File: src/rtl/digital_clock_pkg.sv
// Shared definitions for the digital_clock_mux timekeeper.
//   - SEG_* : active-high 7-segment patterns, bit order {g,f,e,d,c,b,a}
//   - CODE_BLANK : digit code that the decoder renders with all segments off
//   - DIG_* : logical digit positions, 6-digit layout (0 = rightmost)
//   - DIG4_OFFSET : added to the scan index in the 4-digit layout so the
//                   same position map skips the seconds digits
//   - to_12h()    : 24h hour -> 12h display hour (0 -> 12, 13..23 -> 1..11)
//   - bcd_split() : 0..59 -> {tens, units}
package digital_clock_pkg;

    localparam logic [6:0] SEG_0     = 7'h3F;
    localparam logic [6:0] SEG_1     = 7'h06;
    localparam logic [6:0] SEG_2     = 7'h5B;
    localparam logic [6:0] SEG_3     = 7'h4F;
    localparam logic [6:0] SEG_4     = 7'h66;
    localparam logic [6:0] SEG_5     = 7'h6D;
    localparam logic [6:0] SEG_6     = 7'h7D;
    localparam logic [6:0] SEG_7     = 7'h07;
    localparam logic [6:0] SEG_8     = 7'h7F;
    localparam logic [6:0] SEG_9     = 7'h6F;
    localparam logic [6:0] SEG_BLANK = 7'h00;

    localparam logic [3:0] CODE_BLANK = 4'hF;

    localparam logic [2:0] DIG_SEC_U = 3'd0;
    localparam logic [2:0] DIG_SEC_T = 3'd1;
    localparam logic [2:0] DIG_MIN_U = 3'd2;
    localparam logic [2:0] DIG_MIN_T = 3'd3;
    localparam logic [2:0] DIG_HR_U  = 3'd4;
    localparam logic [2:0] DIG_HR_T  = 3'd5;

    localparam logic [2:0] DIG4_OFFSET = 3'd2;

    typedef struct packed {
        logic [3:0] tens;
        logic [3:0] units;
    } bcd_t;

    function automatic logic [4:0] to_12h(input logic [4:0] hour);
        if (hour == 5'd0) begin
            return 5'd12;
        end
        if (hour > 5'd12) begin
            return hour - 5'd12;
        end
        return hour;
    endfunction

    // Comparison chain instead of a divider: the input never exceeds 59.
    function automatic bcd_t bcd_split(input logic [5:0] value);
        bcd_t r;
        if (value >= 6'd50)      r.tens = 4'd5;
        else if (value >= 6'd40) r.tens = 4'd4;
        else if (value >= 6'd30) r.tens = 4'd3;
        else if (value >= 6'd20) r.tens = 4'd2;
        else if (value >= 6'd10) r.tens = 4'd1;
        else                     r.tens = 4'd0;
        r.units = 4'(value - 6'(r.tens) * 6'd10);
        return r;
    endfunction

endpackage

File: src/rtl/seg7_decoder.sv
// Combinational digit-code to 7-segment decoder.
//   code : 4-bit digit code, 0..9 or CODE_BLANK (any other value also blanks)
//   seg  : active-high segments {g,f,e,d,c,b,a}
module seg7_decoder
    import digital_clock_pkg::*;
(
    input  logic [3:0] code,
    output logic [6:0] seg
);

    always_comb begin
        seg = SEG_BLANK;
        case (code)
            4'd0:    seg = SEG_0;
            4'd1:    seg = SEG_1;
            4'd2:    seg = SEG_2;
            4'd3:    seg = SEG_3;
            4'd4:    seg = SEG_4;
            4'd5:    seg = SEG_5;
            4'd6:    seg = SEG_6;
            4'd7:    seg = SEG_7;
            4'd8:    seg = SEG_8;
            4'd9:    seg = SEG_9;
            default: seg = SEG_BLANK;
        endcase
    end

endmodule

File: src/rtl/digital_clock_mux.sv
// Hours/minutes/seconds timekeeper with a time-multiplexed 7-segment display.
// Time is kept internally in 24h form; 12h conversion is display-only.
//
// Ports:
//   clk, rst_n : system clock, asynchronous active-low reset
//   en         : count enable (0 freezes time, scanning continues)
//   mode_24h   : 1 = 24h display, 0 = 12h display with blanked leading zero
//   inc_hr     : async button, hours +1 mod 24
//   inc_min    : async button, minutes +1 mod 60 (no carry)
//   clr_sec    : async button, seconds and prescaler cleared
//   seg, dp    : registered segments {g,f,e,d,c,b,a} and colon/decimal point
//   dig_en     : registered one-hot digit enable, bit 0 = rightmost digit
//   pm         : registered, hour >= 12 (independent of display mode)
//   sec_tick   : one-cycle pulse in the cycle the prescaler wraps; the time
//                counters take the new second at the end of that cycle
module digital_clock_mux
    import digital_clock_pkg::*;
#(
    parameter int CLK_HZ         = 10000000,
    parameter int SCAN_DIV       = 10000,
    parameter int NUM_DIGITS     = 6,
    parameter bit SEG_ACTIVE_LOW = 1'b0,
    parameter bit DIG_ACTIVE_LOW = 1'b0
) (
    input  logic                  clk,
    input  logic                  rst_n,
    input  logic                  en,
    input  logic                  mode_24h,
    input  logic                  inc_hr,
    input  logic                  inc_min,
    input  logic                  clr_sec,
    output logic [6:0]            seg,
    output logic                  dp,
    output logic [NUM_DIGITS-1:0] dig_en,
    output logic                  pm,
    output logic                  sec_tick
);

    localparam int PRESC_W = $clog2(CLK_HZ);
    localparam int SCAN_W  = $clog2(SCAN_DIV);
    localparam int IDX_W   = $clog2(NUM_DIGITS);

    localparam logic [PRESC_W-1:0] PRESC_MAX = PRESC_W'(CLK_HZ - 1);
    localparam logic [SCAN_W-1:0]  SCAN_MAX  = SCAN_W'(SCAN_DIV - 1);
    localparam logic [IDX_W-1:0]   IDX_MAX   = IDX_W'(NUM_DIGITS - 1);

    // ------------------------------------------------------------------
    // Button synchronisers: [0] and [1] are the 2-flop synchroniser, [2]
    // is the previous synchronised value for rising-edge detection.
    // ------------------------------------------------------------------
    logic [2:0] hr_sync;
    logic [2:0] min_sync;
    logic [2:0] clr_sync;
    logic       hr_pulse;
    logic       min_pulse;
    logic       clr_pulse;

    always_ff @(posedge clk or negedge rst_n) begin
        if (!rst_n) begin
            hr_sync  <= '0;
            min_sync <= '0;
            clr_sync <= '0;
        end else begin
            hr_sync  <= {hr_sync[1:0], inc_hr};
            min_sync <= {min_sync[1:0], inc_min};
            clr_sync <= {clr_sync[1:0], clr_sec};
        end
    end

    assign hr_pulse  = hr_sync[1]  & ~hr_sync[2];
    assign min_pulse = min_sync[1] & ~min_sync[2];
    assign clr_pulse = clr_sync[1] & ~clr_sync[2];

    // ------------------------------------------------------------------
    // Prescaler and time counters
    // ------------------------------------------------------------------
    logic [PRESC_W-1:0] presc_q;
    logic [5:0]         sec_q;
    logic [5:0]         min_q;
    logic [4:0]         hr_q;
    logic               presc_wrap;
    logic               tick;
    logic               sec_wrap;
    logic               min_wrap;

    assign presc_wrap = en && (presc_q == PRESC_MAX);
    // A clear landing on the wrap cycle wins: no second is counted.
    assign tick       = presc_wrap && !clr_pulse;
    assign sec_tick   = tick;
    assign sec_wrap   = tick && (sec_q == 6'd59);
    // A manual minute step replaces the carry into minutes, so it also
    // cannot produce a carry into hours.
    assign min_wrap   = sec_wrap && !min_pulse && (min_q == 6'd59);

    always_ff @(posedge clk or negedge rst_n) begin
        if (!rst_n) begin
            presc_q <= '0;
            sec_q   <= '0;
            min_q   <= '0;
            hr_q    <= '0;
            pm      <= 1'b0;
        end else begin
            if (clr_pulse || presc_wrap) begin
                presc_q <= '0;
            end else if (en) begin
                presc_q <= presc_q + 1'b1;
            end

            if (clr_pulse) begin
                sec_q <= '0;
            end else if (tick) begin
                sec_q <= (sec_q == 6'd59) ? 6'd0 : sec_q + 6'd1;
            end

            // Increment and carry merge into a single +1.
            if (min_pulse || sec_wrap) begin
                min_q <= (min_q == 6'd59) ? 6'd0 : min_q + 6'd1;
            end

            if (hr_pulse || min_wrap) begin
                hr_q <= (hr_q == 5'd23) ? 5'd0 : hr_q + 5'd1;
            end

            pm <= (hr_q >= 5'd12);
        end
    end

    // ------------------------------------------------------------------
    // Scan counter and digit index
    // ------------------------------------------------------------------
    logic [SCAN_W-1:0] scan_cnt_q;
    logic [IDX_W-1:0]  idx_q;

    always_ff @(posedge clk or negedge rst_n) begin
        if (!rst_n) begin
            scan_cnt_q <= '0;
            idx_q      <= '0;
        end else if (scan_cnt_q == SCAN_MAX) begin
            scan_cnt_q <= '0;
            idx_q      <= (idx_q == IDX_MAX) ? '0 : idx_q + 1'b1;
        end else begin
            scan_cnt_q <= scan_cnt_q + 1'b1;
        end
    end

    // ------------------------------------------------------------------
    // Digit selection
    // ------------------------------------------------------------------
    logic [4:0]            hr_disp;
    bcd_t                  hr_bcd;
    bcd_t                  min_bcd;
    bcd_t                  sec_bcd;
    logic [2:0]            pos;
    logic [3:0]            code;
    logic                  dp_raw;
    logic [NUM_DIGITS-1:0] dig_raw;
    logic [6:0]            seg_raw;

    always_comb begin
        hr_disp = mode_24h ? hr_q : to_12h(hr_q);
        hr_bcd  = bcd_split({1'b0, hr_disp});
        min_bcd = bcd_split(min_q);
        sec_bcd = bcd_split(sec_q);
        // The 4-digit layout is the 6-digit layout shifted past the seconds.
        pos     = 3'(idx_q) + ((NUM_DIGITS == 4) ? DIG4_OFFSET : 3'd0);
        code    = CODE_BLANK;
        dp_raw  = 1'b0;
        case (pos)
            DIG_SEC_U: code = sec_bcd.units;
            DIG_SEC_T: code = sec_bcd.tens;
            DIG_MIN_U: begin
                code   = min_bcd.units;
                dp_raw = (NUM_DIGITS == 6) && !sec_q[0];
            end
            DIG_MIN_T: code = min_bcd.tens;
            DIG_HR_U: begin
                code   = hr_bcd.units;
                dp_raw = !sec_q[0];
            end
            DIG_HR_T: begin
                code = (!mode_24h && (hr_bcd.tens == 4'd0)) ? CODE_BLANK : hr_bcd.tens;
            end
            default: code = CODE_BLANK;
        endcase
        // First cycle of each slot keeps every digit off to avoid ghosting.
        dig_raw = (scan_cnt_q == '0) ? '0 : (NUM_DIGITS'(1) << idx_q);
    end

    seg7_decoder u_dec (
        .code (code),
        .seg  (seg_raw)
    );

    // ------------------------------------------------------------------
    // Output registers with polarity applied
    // ------------------------------------------------------------------
    always_ff @(posedge clk or negedge rst_n) begin
        if (!rst_n) begin
            seg    <= {7{SEG_ACTIVE_LOW}};
            dp     <= SEG_ACTIVE_LOW;
            dig_en <= {NUM_DIGITS{DIG_ACTIVE_LOW}};
        end else begin
            seg    <= seg_raw ^ {7{SEG_ACTIVE_LOW}};
            dp     <= dp_raw ^ SEG_ACTIVE_LOW;
            dig_en <= dig_raw ^ {NUM_DIGITS{DIG_ACTIVE_LOW}};
        end
    end

endmodule

File: config.mk
export PLATFORM = sky130hd
export DESIGN_NAME = digital_clock_mux
export DESIGN_NICKNAME = d
export VERILOG_FILES = /design/src/rtl/digital_clock_pkg.sv /design/src/rtl/seg7_decoder.sv /design/src/rtl/digital_clock_mux.sv
export SDC_FILE = /design/constraint.sdc
export NUM_CORES = 1
export LEC_CHECK = 0
export CAP_MARGIN = 20
export CORE_ASPECT_RATIO = 1.4
export CORE_MARGIN = 5
export CORE_UTILIZATION = 55
export CTS_CLUSTER_DIAMETER = 150
export DETAILED_ROUTE_END_ITERATION = 10
export PLACE_DENSITY = 0.72
export REMOVE_ABC_BUFFERS = 1
export SLEW_MARGIN = 10
export SYNTH_ARGS = -nofsm -noshare
export SYNTH_HDL_FRONTEND = slang
export SYNTH_SLANG_ARGS = --single-unit
File: constraint.sdc
create_clock -name clk -period 4.3 [get_ports clk]
set_clock_uncertainty 0.1 [all_clocks]
set_input_delay 0.86 -clock clk [delete_from_list [all_inputs] [get_ports clk]]
set_output_delay 0.86 -clock clk [all_outputs]
set_load 0.03 [all_outputs]
-- Word level (Yosys, flattened, before mapping)
Memories as Yosys holds them, arrays and structs flattened. A register that Yosys moved wholly into a read port is not among the register bits.
Cells that the tools add are included.
Widths: inputs -> output; s select.
- memories: 1
- output and inout bits: 16
- register bits after elaboration: 75
- memory bits (read-only): 112
- input port bits: 7
- memories (memory ; words ; bits a word ; rd ports ; clocked after memory_dff ; wr ports ; RTL line ; RTL):
    (name not given) ; 16 ; 7 ; 1 ; 1 ; 0 ; seg7_decoder.sv:13 ; case (code)
- eq/ne operators: 10
- add/subtract/negate cells: 10
- $mul: 3
- bitwise gates (word level): 6
- shift operators: 1
- reductions and logical operators: 21
- mux-type cells: 36
- order comparisons: 17
- operators with widths (cell ; count):
    $mux 24 ; 2
    $mux 5 ; 6
    $mux 6 ; 5
    $add 24x1->24 const B ; 1
    $eq 24x24->1 const B ; 1
    $ge 6x5->1 const B ; 4
    $ge 6x6->1 const B ; 4
    $pmux 4 s6 ; 1
    $mux 3 ; 7
    $add 14x1->14 const B ; 1
    $eq 14x14->1 const B ; 1
    $logic_not 14->1 ; 1
    $mux 14 ; 1
    $add 6x1->6 const B ; 2
    $eq 6x6->1 const B ; 2
    $ge 5x6->1 const B ; 2
    $ge 6x4->1 const B ; 2
    $mux 2 ; 6
    $sub 4x4->4 ; 3
    $ge 5x4->1 const B ; 2
    $ge 5x5->1 const B ; 2
    $mul 3x3->3 const B ; 3
    $mux 1 ; 7
    $eq 3x2->1 const B ; 2
    other kinds (19) ; 36

-- Logic depth before layout (Yosys ltp)
Gate-level depths: netlist of the first run.
- depth after elaboration: 16
- depth in mapped cells: 18
- mapped depth without buffers: 17

-- Modules after synthesis
A second synthesis of the first run with hierarchy kept.
- cell total of the unflattened synthesis: 522
- area total of the unflattened synthesis: 4855.9 um2
- modules (own cells, without submodules) (module ; times used ; cells an instance ; sequential area each (um2) ; area each (um2)):
    digital_clock_mux ; 1 ; 494 ; 2052.0 ; 4636.9
    seg7_decoder ; 1 ; 28 ; 0.0 ; 219.0

-- Worst setup path before layout of the first run
Ideal clock, no wire load.
- path kind: input to register
- from: input port mode_24h
- to: register seg[3]
- buffers on the path: 1
- slack: 592 ps
- stages: 16
- data required time: 4075 ps
- data arrival time: 3483 ps
- library setup time: 125 ps
- cell sequence: buf_6 > or3_1 > o31ai_2 > o311ai_1 > nand3_1 > nand2_1 > ha_1 > a211oi_1 > a21oi_1 > o21ai_0 > a211oi_1 > nand2_1 > ha_1 > inv_1 > mux2i_1 > mux2_4
- word-level cells in the longest chain between the ends: 11
- elaborated cells between the ends (all ways): 18
- those cells by class: add/sub (1); mul (1); order compare (5); mux (8); reduce/logical (3)
- RTL lines (item ; RTL line ; RTL):
    start, declared ; digital_clock_mux.sv:28 ; input logic mode_24h,
    parallel branches: the longest is 10 deep, another holds $ge 5x4->1 ; - ;
    $pmux 4 s6 * ; digital_clock_mux.sv:168 ; case (pos)
    end, declared ; digital_clock_mux.sv:32 ; output logic [6:0] seg,
Mark *: on every way between the ends.
A chain may end at the register's enable or synchronous reset.

-- Final worst setup path of the first run
Same ends and word-level chain as after synthesis.

==> impl_metrics.py, run 1 <==
metrics = {
    "sta": {
        "relSlewSlack": 0.6138,
        "fmax_mhz": 253.6,
        "rsz0062_at_grt": "no",
        "drv_slew": 0,
        "hold_viol_final": 0,
        "min_period_ps": 3943,
        "setup_slack_ps": 356.9,
        "fin_hold_ws_ps": 249.2,
        "setup_violations": 0,
        "worst_pin_slew_ps": 579.3,
        "finalCritPeriodShare": 0.9170,
    },
    "yosys": {
        "avgSynthCellArea_sq_um": 9.354,
        "ys_warn_count": 0,
        "synthDistinctLibCells": 72,
        "synth-edff-count": 0,
        "yosys.area.top_type": "dfrtp_1",
        "yosysMostFrequentCell": "dfrtp_1",
        "synth_top_area_share": 0.4162,
        "async_flop_share": 1.000,
        "syn_area_sq_um": 4930,
        "synth_area_leaders": "dfrtp_1, ha_1, nor2_1",
        "seq_area_frac_synth": 0.4162,
        "ys_seq_elements": 82,
        "synth_common_cells": "dfrtp_1, nor2_1, nand2_1",
        "ys.flop_type": "dfrtp_1",
        "synthCells": 527,
    },
    "pwr": {
        "ir_drop_mv": 0.3451,
        "p_leak_nw": 2.436,
        "power_density_nw_per_um2": 424.5,
        "total_power_mw": 2.358,
    },
    "final_layout": {
        "drive_gt1_frac": 0.08680,
        "finish.instance_area_sq_um": 5554,
        "antennaDiodeCount": 0,
        "synthToLayoutAreaGrowth_pct": 12.67,
        "stdcell_count": 660,
        "fin_nets": 582,
    },
    "job": {
        "max_cap_violations": 0,
    },
    "worst_setup_path": {
        "setup.worst_path.start_class": "primary input",
        "criticalPathCategory": "in -> reg",
        "crit_required_ps": 4430,
        "endpoint_kind": "flip-flop",
        "reg2reg_depth": 17,
        "crit_arrival_ps": 4070,
        "critPathMaxFanout": 4,
    },
    "clock_tree": {
        "clock_latency_ps": 350,
        "postCtsSetupBuffers": 0,
        "h-tree-depth": 3,
        "clk_path_buf_depth": 2,
        "clock_sinks": 82,
        "clockRootBuffer": "clkbuf_16",
        "post_cts_resized": 0,
        "cts.clk_slew.worst_paths_ps": 60,
        "cts_hold_buffers": 0,
        "numCtsBuffers": 9,
        "cts_tree": "built",
    },
    "global_routing": {
        "grt_pass1_wl_microns": 17100,
        "antenna_found_initial": 0,
        "first_global_vias": 3699,
        "grt_max_degree": 83,
        "grt-ovfl-total": 0,
        "gr-usage-all-layers": 0.1894,
    },
    "placed_design": {
        "placed_cell_area_sq_um": 5234,
        "place.gp.congestion": 0.8584,
        "post-place-ws_ps": -88.66,
        "dp.final_hpwl_microns": 7176,
        "place.port_buffers": 22,
        "dp.cells": 643,
    },
    "hold_path": {
        "min_path_cells": 0,
        "min_path_type": "reg -> reg",
    },
    "drt": {
        "wl_per_cell_microns": 15.23,
        "dr_total_vias": 3836,
        "drt_wl_total_microns": 10050,
        "viasPerCell": 5.812,
        "drtAntennaViolNets": 0,
        "wl_met2_microns": 5325,
        "dr.pass1.iters": 5,
        "wl_met1_microns": 4188,
        "wl_met3_microns": 328,
        "maxUsedRoutingLayer": "met4",
        "first_iter_violations": 234,
        "drc": 0,
    },
    "outcome": {
        "status": "finished, final reports clean",
    },
    "floorplan": {
        "die_h_microns": 122.0,
        "fp.dieArea_sq_um": 10980,
        "io_pins": 23,
        "start_util": 0.5555,
        "coreArea_sq_um": 8875,
        "fp-row-count": 41,
        "die_x_microns": 90.02,
    },
}
routing by layer:
layer,up-vias,track usage
met5,-,0
li1,1873,-
met4,0,0.07076
met1,1874,0.2221
met2,75,0.3370
met3,14,0.04385
cells by family after synthesis:
| logic type | after synthesis | share of synthesized area |
|---|---|---|
| multiplexers | 16 | 0.03553 |
| AND/OR/NAND/NOR | 225 | 0.2282 |
| XOR/XNOR | 39 | 0.07081 |
| flip-flops | 82 | 0.4162 |
| AO/OA/AOI/OAI | 88 | 0.1330 |
| adder cells (fa/ha/maj) | 27 | 0.07310 |
| buffers and inverters | 50 | 0.04315 |
worst max-delay path, cell delays in order:
cell and delay (ps):
clkdlybuf4s50_1 420, or3_1 360, o31ai_2 270, o311ai_1 190, nand3_1 140, nand2_1 70
ha_1 270, a211oi_1 60, a21oi_1 170, o21ai_1 90, a211oi_2 290, nand2_1 180
ha_1 300, inv_1 80, mux2i_1 70, mux2_4 250
flip-flops by register name, summed over array words and instances (netlist names):
signal / flops
clr_sync: 3
dig_en: 6
dp: 1
hr_q: 5
hr_sync: 3
idx_q: 3
min_q: 6
min_sync: 3
pm: 1
presc_q: 24
scan_cnt_q: 14
sec_q: 6
seg: 7
area by class of cell:
cell class,count,area (sq um)
Timing Repair Buffer,30,297.8
Clock buffer,9,225.2
Sequential cell,82,2052
Multi-Input combinational cell,395,2673
Tap cell,107,133.9
Fill cell,737,3321
Clock inverter,7,60.06
Inverter,30,112.6
metrics by stage:
stage / utilization / setup TNS (ps)
after floorplan: - / 0
after global placement: 0.5897 / 0
after detailed placement: 0.5897 / -88.66
after CTS: 0.6219 / 0
after global routing: 0.6258 / 0
final: 0.6258 / 0
path summary, 6_finish.rpt:
path,start,endpoint,slack [ps]
worst max register to register,hr_q[2],seg[3],390
worst min register to register,min_sync[0],min_sync[1],250
worst min-delay path,min_sync[0],min_sync[1],250
worst max-delay path,mode_24h,seg[3],360
max in group asynchronous,rst_n,seg[6],3210
min in group asynchronous,rst_n,presc_q[3],290
cell usage in the layout, fill, tap and decap left out, types with 16 or more instances in the layout:
cell type        count
clkdlybuf4s50_1     21
dfrtp_1             82
ha_1                23
inv_1               30
nand2_1             44
nand3_1             27
nor2_1              66
o21ai_0             19
xnor2_1             16
xor2_1              22
power by group:
group	switching [mW]	internal, mW	total (mW)
registers	0.130	0.833	0.962
logic	0.369	0.289	0.657
clock network	0.337	0.401	0.738
No activity file was read; power rests on OpenSTA's default activity.
==> inputs of run 2 (changes only) <==
==> constraint.sdc (replaced) <==
create_clock -name clk -period 4 [get_ports clk]
set_clock_uncertainty 0.1 [all_clocks]
set_input_delay 0.8 -clock clk [delete_from_list [all_inputs] [get_ports clk]]
set_output_delay 0.8 -clock clk [all_outputs]
set_load 0.03 [all_outputs]
==> run 2 against run 1 <==
Compared with the run above:
- setup slack worse by 140 ps
- register-to-register slack worse by 90 ps
- clock-buffer cell count up 1
- sequential cell count unchanged
- critical path type unchanged
- via count rose by 0.47%
- die area unchanged
- utilization grew 1.2 points
- combinational power increased by 20%
- highest routed layer unchanged
==> impl_metrics.py, run 2 (same netlist as run 1, synthesis figures left out) <==
metrics = {
    "floorplan": {
        "fp-row-count": 41,
        "start_util": 0.5555,
        "coreArea_sq_um": 8875,
        "die_x_microns": 90.02,
        "die_h_microns": 122.0,
        "fp.dieArea_sq_um": 10980,
        "io_pins": 23,
    },
    "drt": {
        "dr.pass1.iters": 4,
        "first_iter_violations": 149,
        "viasPerCell": 5.761,
        "drtAntennaViolNets": 0,
        "drc": 0,
        "wl_per_cell_microns": 14.99,
        "drt_wl_total_microns": 10030,
        "dr_total_vias": 3854,
    },
    "final_layout": {
        "multi_input_area_sq_um": 2684,
        "fillers": 732,
        "regMostFlops": "presc_q",
        "finish.instance_area_sq_um": 5662,
        "synthToLayoutAreaGrowth_pct": 14.85,
        "drive_gt1_frac": 0.1032,
        "biggestRegsByFlops": "presc_q x24, scan_cnt_q x14, seg x7",
        "final_common_cell": "dfrtp_1",
        "antennaDiodeCount": 0,
        "largest_reg_flops": 24,
        "seqCellArea_sq_um": 2053,
        "fin_nets": 591,
        "final_cell_mix": "dfrtp_1, nor2_1, nand2_1",
    },
    "sta": {
        "tns_ps": 0,
        "worst_pin_slew_ps": 606.8,
        "relSlewSlack": 0.5923,
        "min_period_ps": 3787,
        "hold_viol_final": 0,
        "fin_hold_ws_ps": 247.5,
        "finalCritPeriodShare": 0.9468,
        "fmax_mhz": 264.1,
        "setup_violations": 0,
        "drv_slew": 0,
    },
    "worst_setup_path": {
        "crit_required_ps": 4160,
        "path_buf_inv": 4,
        "criticalPathCategory": "in -> reg",
        "cp_slowest_cell": "clkdlybuf4s50_1",
        "crit_arrival_ps": 3950,
        "crit_family": "compound AO/OA/AOI/OAI gates",
        "critical_path.cell_chain": "clkdlybuf4s50_1 > buf_4 > o21ai_1 > o31ai_4 > buf_4 > a2bb2oi_1 > nand3_1 > nand2_1 > ha_1 > a211oi_1 > a21oi_1 > o21ai_1 > a211oi_1 > nand2_1 > inv_1 > ha_1 > mux2_1 > mux2i_1",
        "critPathMaxStageDelay_ps": 410,
        "critPathMaxFanout": 9,
        "setup.worst_path.start_class": "primary input",
        "endpoint_kind": "flip-flop",
    },
    "global_routing": {
        "antenna_found_initial": 0,
        "first_global_vias": 3807,
        "gr-usage-all-layers": 0.1938,
        "grt_max_degree": 83,
        "grt-ovfl-total": 0,
        "grt_pass1_wl_microns": 17340,
    },
    "clock_tree": {
        "h-tree-depth": 3,
        "clock_latency_ps": 340,
        "numCtsBuffers": 9,
        "clock_sinks": 82,
        "cts_tree": "built",
        "cts.clk_slew.worst_paths_ps": 60,
        "clk_path_buf_depth": 2,
        "clockRootBuffer": "clkbuf_16",
    },
    "pwr": {
        "power_density_nw_per_um2": 468.8,
        "ir_drop_mv": 0.3662,
        "p_leak_nw": 2.483,
        "total_power_mw": 2.654,
    },
    "hold_path": {
        "min_path_type": "reg -> reg",
    },
    "placed_design": {
        "place.port_buffers": 22,
        "placed_cell_area_sq_um": 5301,
        "place.gp.congestion": 0.8470,
        "dp.final_hpwl_microns": 7238,
    },
    "job": {
        "max_cap_violations": 0,
    },
    "outcome": {
        "status": "finished, final reports clean",
    },
}
[run 2: metrics by stage]
stage                     cells  worst slack (ps)    util
after global placement      652             4.874  0.5973
final                       669             212.8  0.6380
after detailed placement    652            -201.9  0.5973
after floorplan             507             345.8       -
after global routing        669            -15.78  0.6380
after CTS                   668             164.3  0.6326
[run 2: worst paths after layout]
kind / slack [ps] / end / from / cells past startpoint
worst max-delay path: 210 / seg[0] / mode_24h / 18
worst min-delay path: 250 / min_sync[1] / min_sync[0] / 0
worst max register to register: 300 / seg[3] / hr_q[1] / 17
worst min register to register: 250 / min_sync[1] / min_sync[0] / 0
max in group asynchronous: 2920 / dig_en[2] / rst_n / 2
min in group asynchronous: 280 / presc_q[7] / rst_n / 1
[run 2: timing repair]
item,4_1_cts,5_1_grt
endpoints found under the setup margin,0,2
setup buffers,0,0
hold buffers,0,0
resized for setup,0,5
[run 2: worst reg2reg max path: cells and delay by family (launching register included)]
family	cells	cell delay [ps]
AOI/OAI and AO/OA	6	1140
buffers and inverters	2	180
adders and majority gates	3	840
DFF	1	430
and+or+nand+nor	4	590
muxes	2	320
[run 2: layer usage]
metal | vias to the layer above | track usage | share of wire
li1 | 1894 | - | -
met3 | 24 | 0.04571 | 0.029
met2 | 60 | 0.3370 | 0.53
met4 | 0 | 0.1043 | 0.035
met5 | - | 0 | 0
met1 | 1876 | 0.2199 | 0.41
[run 2: layout make-up]
class,count,share of cell area
flip-flops and latches,82,0.3627
multi-input cells,395,0.4740
inverters,30,0.01989
clock buffers,10,0.04221
clock inverters,6,0.01304
well taps,107,0.02365
repair buffers,39,0.06453
[run 2: power by group]
part / switching, mW / internal [mW]
registers: 0.110 / 0.897
clock network: 0.349 / 0.508
logic: 0.442 / 0.348
